## config.mk

```make
export PLATFORM = sky130hd
export DESIGN_NAME = regfile_sb
export DESIGN_NICKNAME = d
export VERILOG_FILES = /design/src/rtl/regfile_sb.sv
export SDC_FILE = /design/constraint.sdc
export NUM_CORES = 2
export LEC_CHECK = 0
export ABC_CLOCK_PERIOD_IN_PS = 60300
export CELL_PAD_IN_SITES_DETAIL_PLACEMENT = 0
export CELL_PAD_IN_SITES_GLOBAL_PLACEMENT = 1
export CORE_MARGIN = 2
export CORE_UTILIZATION = 43
export CTS_BUF_LIST = sky130_fd_sc_hd__clkbuf_2
export DETAILED_ROUTE_END_ITERATION = 12
export DONT_BUFFER_PORTS = 1
export GPL_TIMING_DRIVEN = 0
export PLACE_DENSITY = 0.78
export SLEW_MARGIN = 10
export SYNTH_ARGS = -nofsm -noshare
export SYNTH_HDL_FRONTEND = slang
export SYNTH_SLANG_ARGS = --single-unit
```

## constraint.sdc

```tcl
create_clock -name clk -period 60.3 [get_ports clk]
set_clock_uncertainty 0.05 [all_clocks]
set_input_delay 15.075 -clock clk [delete_from_list [all_inputs] [get_ports clk]]
set_output_delay 15.075 -clock clk [all_outputs]
set_load 0.005 [all_outputs]
```

## src/rtl/regfile_sb.sv

```systemverilog
// regfile_sb
// Register file with a per-register scoreboard ("busy") bit and a bulk-clear
// sequencer. Register 0 is hardwired to zero and can never be marked busy.
//
// Ports
//   clk, rst            : clock (rising edge) and asynchronous active-high reset
//   ce, writeAddr,
//   dataIn              : write port; a write also clears the target busy bit
//   read1Addr/out1/busy1,
//   read2Addr/out2/busy2: two combinational read ports (data + busy bit)
//   rsvValid, rsvAddr   : reservation port; marks a destination pending
//   clrReq, clrBusy     : start a bulk clear of r1..r(NREGS-1); clrBusy is high
//                         for the whole sequence
//
// Build option
//   REGFILE_BYPASS_EN   : when defined, a write in progress is forwarded to a
//                         read port addressing the same register in the same
//                         cycle. When undefined, reads show the stored value.

module regfile_sb #(
  parameter  int XLEN  = 32,
  parameter  int NREGS = 32,
  localparam int AW    = $clog2(NREGS)
) (
  input  logic            clk,
  input  logic            rst,
  input  logic            ce,
  input  logic [AW-1:0]   writeAddr,
  input  logic [XLEN-1:0] dataIn,
  input  logic [AW-1:0]   read1Addr,
  input  logic [AW-1:0]   read2Addr,
  output logic [XLEN-1:0] out1,
  output logic [XLEN-1:0] out2,
  input  logic            rsvValid,
  input  logic [AW-1:0]   rsvAddr,
  output logic            busy1,
  output logic            busy2,
  input  logic            clrReq,
  output logic            clrBusy
);

  typedef enum logic {IDLE, CLEAR} state_t;

  state_t          state, state_next;
  logic [AW-1:0]   cnt, cnt_next;
  logic [XLEN-1:0] regs [NREGS];
  logic [NREGS-1:0] busy;

  logic clr_active;
  logic wr_en;
  logic rsv_en;

  // The clear sequence owns the array, so normal writes and reservations are
  // suppressed while it runs. Address 0 is filtered out here once.
  assign clr_active = (state == CLEAR);
  assign clrBusy    = clr_active;
  assign wr_en      = ce && !clr_active && (writeAddr != '0);
  assign rsv_en     = rsvValid && !clr_active && (rsvAddr != '0);

  always_ff @(posedge clk or posedge rst) begin
    if (rst) begin
      state <= IDLE;
      cnt   <= '0;
    end else begin
      state <= state_next;
      cnt   <= cnt_next;
    end
  end

  // Clear walks cnt from 1 up to NREGS-1 and then stops; cnt holds its last
  // value afterwards rather than wrapping back to 0.
  always_comb begin
    state_next = state;
    cnt_next   = cnt;
    case (state)
      IDLE: begin
        if (clrReq) begin
          state_next = CLEAR;
          cnt_next   = AW'(1);
        end
      end
      CLEAR: begin
        if (cnt == AW'(NREGS - 1)) begin
          state_next = IDLE;
        end else begin
          cnt_next = cnt + 1'b1;
        end
      end
      default: state_next = IDLE;
    endcase
  end

  // Data array. Entry 0 is only ever loaded by reset, so it stays zero.
  always_ff @(posedge clk or posedge rst) begin
    if (rst) begin
      for (int i = 0; i < NREGS; i++) begin
        regs[i] <= '0;
      end
    end else begin
      for (int i = 1; i < NREGS; i++) begin
        if (clr_active && (cnt == AW'(i))) begin
          regs[i] <= '0;
        end else if (wr_en && (writeAddr == AW'(i))) begin
          regs[i] <= dataIn;
        end
      end
    end
  end

  // Scoreboard bits. A reservation takes priority over a write that lands on
  // the same register in the same cycle: the result is pending again.
  always_ff @(posedge clk or posedge rst) begin
    if (rst) begin
      busy <= '0;
    end else begin
      for (int i = 1; i < NREGS; i++) begin
        if (clr_active && (cnt == AW'(i))) begin
          busy[i] <= 1'b0;
        end else if (rsv_en && (rsvAddr == AW'(i))) begin
          busy[i] <= 1'b1;
        end else if (wr_en && (writeAddr == AW'(i))) begin
          busy[i] <= 1'b0;
        end
      end
    end
  end

  // Read ports. Outputs are forced to zero while reset is asserted so that no
  // bypassed write data can leak out during reset.
  always_comb begin
    out1  = '0;
    busy1 = 1'b0;
    if (!rst && (read1Addr != '0)) begin
      out1  = regs[read1Addr];
      busy1 = busy[read1Addr];
`ifdef REGFILE_BYPASS_EN
      if (wr_en && (writeAddr == read1Addr)) begin
        out1  = dataIn;
        busy1 = 1'b0;
      end
`endif
    end
  end

  always_comb begin
    out2  = '0;
    busy2 = 1'b0;
    if (!rst && (read2Addr != '0)) begin
      out2  = regs[read2Addr];
      busy2 = busy[read2Addr];
`ifdef REGFILE_BYPASS_EN
      if (wr_en && (writeAddr == read2Addr)) begin
        out2  = dataIn;
        busy2 = 1'b0;
      end
`endif
    end
  end

endmodule

```

# --- Word-level counts from Yosys, hierarchy flattened ---
# Cells that the tools add are included.
totals:
  wordCells: 510
  ff_bits: 1029
op_classes:
  n_reduce_logical: 168
  order_cmp: 4
  n_eq_ne: 95
  mux: 175
  bitwise: 3
  n_addsub: 1
ops:
  columns: ["cell", "n"]
  rows:
  - ["two-way mux 32 bit", 68]
  - ["binary-select mux 32 bit (select 5 bit)", 2]
  - ["== test 5 bit, second input constant", 48]
  - ["== test 5 x 4 -> 1 bit, second input constant", 24]
  - ["logical AND 1 bit", 99]
  - ["two-way mux 1 bit", 99]
  - ["nonzero test 3 bit", 31]
  - ["nonzero test 2 bit", 31]
  - ["== test 5 x 3 -> 1 bit, second input constant", 12]
  - ["== test 5 x 2 -> 1 bit, second input constant", 6]
  - ["nonzero test 5 bit", 4]
  - ["== test 5 x 1 -> 1 bit, second input constant", 3]
  - [">= comparator 6 bit, second input constant", 2]
  - ["< comparator 5 x 6 -> 1 bit, second input constant", 2]
  - ["NOT 5 -> 6 bit", 2]
  - ["binary-select mux 1 bit (select 5 bit)", 2]
  - ["two-way mux 5 bit", 2]
  - ["case mux 5 bit (2 select lines)", 1]
  - ["adder 5 x 1 -> 5 bit, second input constant", 1]
  - ["!= test 2 bit, second input constant", 2]
  - ["zero test 1 bit", 2]
  - ["case mux 1 bit (2 select lines)", 1]
  - ["AND reduction 2 bit", 1]
  - ["NOT 1 bit", 1]

# --- Longest topological paths before layout ---
depth:
  word_depth: 7
  depth_mapped: 10
  depth_no_buf: 8

# --- Worst setup path after synthesis ---
# No wires, ideal clock.
synth_path:
  path_type: "input -> output"
  startpoint: "input rst"
  endpoint: "output out2[5]"
  setup_slack_ps: 3238
  n_path_buf: 0
  arrival_time_ps: 41937
  path_stages: 3
  required_time_ps: 45175
  path_cell_list: "inv_1 nand2_1 a2111oi_1"
synth_via:
  elab_chain_len: 3
synth_rtl:
  columns: ["item", "line_no", "source"]
  rows:
  - ["from (decl)", "26", "input logic rst,"]
  - ["zero test 1 bit", "148", "if (!rst && (read2Addr != '0)) begin"]
  - ["logical AND 1 bit", "148", null]
  - ["two-way mux 32 bit", "148", null]
  - ["to (decl)", "33", "output logic [XLEN-1:0] out2,"]
# No other way between the ends.

# --- Final worst setup path ---
layout_path:
  startpoint: "input read1Addr[3]"
  endpoint: "output out1[30]"
layout_via:
  elab_chain_len: 5
layout_rtl:
  columns: ["item", "line_no", "source"]
  rows:
  - ["from (decl)", "30", "input logic [AW-1:0] read1Addr,"]
  - ["NOT 5 -> 6 bit (not written as such)", "134", "out1 = regs[read1Addr];"]
  - ["binary-select mux 32 bit (select 5 bit)", "134", null]
  - ["two-way mux 32 bit (not written as such) (2 in series)", "134", null]
  - ["two-way mux 32 bit *", "133", "if (!rst && (read1Addr != '0)) begin"]
  - ["to (decl)", "32", "output logic [XLEN-1:0] out1,"]
# Every way passes the cells marked *; elsewhere a longest branch is shown, timed or not. The select of a mux whose other input is x is not followed.

==> impl_metrics.py <==
metrics = {
    "run_status": {
        "status": "completed",
    },
    "pwr": {
        "switching_share": 0.372,
        "ir_drop_uv": 21.0,
        "power.internal_w": 0.00110,
        "power.density_nw_per_um2": 29.1,
        "p_leak_nw": 27.2,
        "comb_power_share": 0.228,
        "pwr-share-seq": 0.479,
        "p_switching_w": 0.000649,
        "clkPwrFrac": 0.293,
    },
    "cts": {
        "worstSkewPairLatency_ns": 1.77,
        "cts_resized": 0,
        "root_buffer": "clkbuf_2",
        "cts_tree": "yes",
        "cts-buffers-inserted": 297,
        "postCtsSetupRepairBufs": 0,
        "clk_pin_slew_ns": 0.10,
        "cts.sinks": 1029,
        "postCtsHoldBufs": 0,
        "h-tree-depth": 5,
        "cts_max_path_buffers": 4,
    },
    "setup_path": {
        "crit_chain": "buf_2 -> buf_2 -> clkbuf_1 -> clkbuf_1 -> a21oi_1 -> o221ai_1 -> a21oi_1 -> nor3_1",
        "critPathMaxFanout": 10,
        "crit_family": "buffers and inverters",
        "cp.depth": 8,
        "r2r-end": "regs[152]",
        "path_buf_inv": 4,
        "r2r_start": "clrBusy",
        "crit_path_end": "out1[30]",
        "arrival_ns": 18.88,
        "startpoint": "read1Addr[3]",
        "r2r_cells": 6,
        "endpoint_kind": "output pin",
        "start_kind": "input port",
        "crit_type": "in -> out",
        "crit_slowest_cell": "clkbuf_1",
        "r2r_slack_ns": 56.88,
        "critPathMaxStageDelay_ns": 1.01,
        "cp_data_required_time_ns": 45.17,
    },
    "synthesis": {
        "synth-seq-cells": 1029,
        "async_flop_share": 1.00,
        "ys_top_cells_by_area": "dfrtp_1 (47%), a22o_1 (15%), mux4_2 (14%), mux2i_1 (5.5%), mux2_2 (2.3%)",
        "synth-seq-area-share": 0.468,
        "avgSynthCellArea_sq_um": 12.8,
        "synth_top_area_frac": 0.468,
        "synthCells": 4293,
        "synth-main-ff-cell": "dfrtp_1",
        "yosysWarnings": 33,
        "syn_area_sq_um": 55000,
        "synth_edf_count": 0,
        "synthDistinctLibCells": 65,
        "synth_nets": 4356,
        "yosysTopAreaCell": "dfrtp_1",
    },
    "die": {
        "die_height_um": 362,
        "io-pin-count": 124,
        "fp.coreArea_sq_um": 127000,
        "rows": 131,
        "initial_core_util": 0.432,
        "die_w_um": 362,
        "die_area_sq_um": 131000,
    },
    "sta": {
        "setup_viol": 0,
        "grt_setup_unrepaired": "no",
        "clock.fmax_ghz": 0.0294,
        "worstMarginPinSlew_ns": 1.45,
        "final_max_slew_viol_count": 0,
        "period_share": 0.564,
        "whs_ns": 0.475,
        "hold_viol_final": 0,
        "slew_headroom": 0.0317,
        "layout_min_cycle_time_ns": 34.00,
    },
    "placement": {
        "dpl.cell_count": 5966,
        "gp_congestion": 1.03,
        "dpl.hpwl_mm": 189,
        "post_dp_cell_area_sq_um": 57500,
        "port-buffer-count": 0,
    },
    "drt": {
        "drc_errors": 0,
        "first_pass_iters": 7,
        "via_per_inst": 7.26,
        "ant_nets": 0,
        "drt_iter0_drc": 6908,
        "via_count": 46971,
        "wire_per_inst_um": 40.3,
        "routed_wirelength_mm": 261,
    },
    "final_layout": {
        "layout_common_cells": "dfrtp_1 (1029), a22o_1 (938), clkbuf_2 (418), mux4_2 (342), mux2i_1 (301)",
        "finalInstanceArea_sq_um": 59900,
        "drive_gt1_frac": 0.253,
        "fill_cells": 11538,
        "stdcell_count": 6469,
        "mostFrequentLayoutCell": "dfrtp_1",
        "area_growth_pct": 8.77,
        "final_nets": 4666,
    },
    "global_route": {
        "grt_overflow": 0,
        "grt_max_degree": 114,
        "grt_pass1_wl_mm": 358,
        "antenna_found_initial": 13,
        "grt_usage": 0.393,
        "grt_pass1_vias": 45404,
    },
    "worst_hold_path": {
        "worst_hold_path_type": "reg -> reg",
        "hp-start": "regs[900]",
    },
    "job": {
        "drv_cap": 0,
    },
}
[how the worst min path moves through the flow]
stage	slack, ns	endpoint	cells after the start
2_1_floorplan	0.42	regs[821]	1
3_3_place_gp	0.44	regs[348]	1
3_5_place_dp	0.45	regs[908]	1
4_1_cts	0.47	regs[138]	1
5_1_grt	0.49	regs[920]	1
6_report	0.47	regs[900]	1
[power by group through the flow]
stage	Combinational, W	Clock [W]	Sequential, W
after global placement	0.000373	0	0.000841
after CTS	0.000381	0.000504	0.000830
after detailed placement	0.000381	0	0.000842
after floorplan	0.000250	0	0.000818
after global routing	0.000409	0.000543	0.000841
final	0.000398	0.000511	0.000836
[state kept, by name (all words and copies together) (netlist names)]
name	cells
busy	31
clrBusy	1
cnt	5
regs	992
[logic make-up after synthesis]
family | synth area share
adder cells (fa/ha/maj) | 0.00136
AO/OA/AOI/OAI | 0.209
multiplexers | 0.220
AND/OR/NAND/NOR | 0.0497
buffers and inverters | 0.0522
flip-flops | 0.468
[routing by layer]
layer / global-route usage / routed length [um] / part of all wire
met5: 0 / 172 / 0.00066
met4: 0.262 / 20900 / 0.080
met3: 0.184 / 40400 / 0.15
met2: 0.540 / 106000 / 0.41
met1: 0.492 / 93400 / 0.36
[cell type report]
cell class              instances  area [sq um]  share of cell area
diodes                         12          30.0            0.000502
clock inverters                78           304             0.00508
repair buffers                 11           303             0.00506
well taps                    1662          2080              0.0347
inverters                      10          45.0            0.000752
flip-flops and latches       1029         25700               0.430
multi-input cells            2728         26500               0.442
plain buffers                 526          2840              0.0474
clock buffers                 413          2070              0.0345
[synth_stat cells, types with 33 or more instances]
cell      instances
a211oi_1         50
a21oi_1         120
a221oi_1         62
a22o_1          938
a22oi_1          50
buf_2           159
buf_4            38
buf_6            48
clkbuf_1        263
dfrtp_1        1029
mux2_2          113
mux2i_1         301
mux4_2          342
nand2_1         169
nor2_1          171
nor2b_1          80
nor3_1           67
o21ai_0          43
o22ai_1          33
o41ai_1          33
[through the flow]
| step | setup TNS, ns | power (W) | utilization | setup WS [ns] |
|---|---|---|---|---|
| final | 0 | 0.00174 | 0.470 | 26.30 |
| after global routing | 0 | 0.00179 | 0.470 | 26.36 |
| after CTS | 0 | 0.00171 | 0.470 | 26.56 |
| after detailed placement | 0 | 0.00122 | 0.451 | 26.57 |
| after global placement | -454.81 | 0.00121 | 0.449 | -16.81 |
| after floorplan | 0 | 0.00107 | - | 3.24 |
Note: power is estimated with default switching activity, not from simulation.
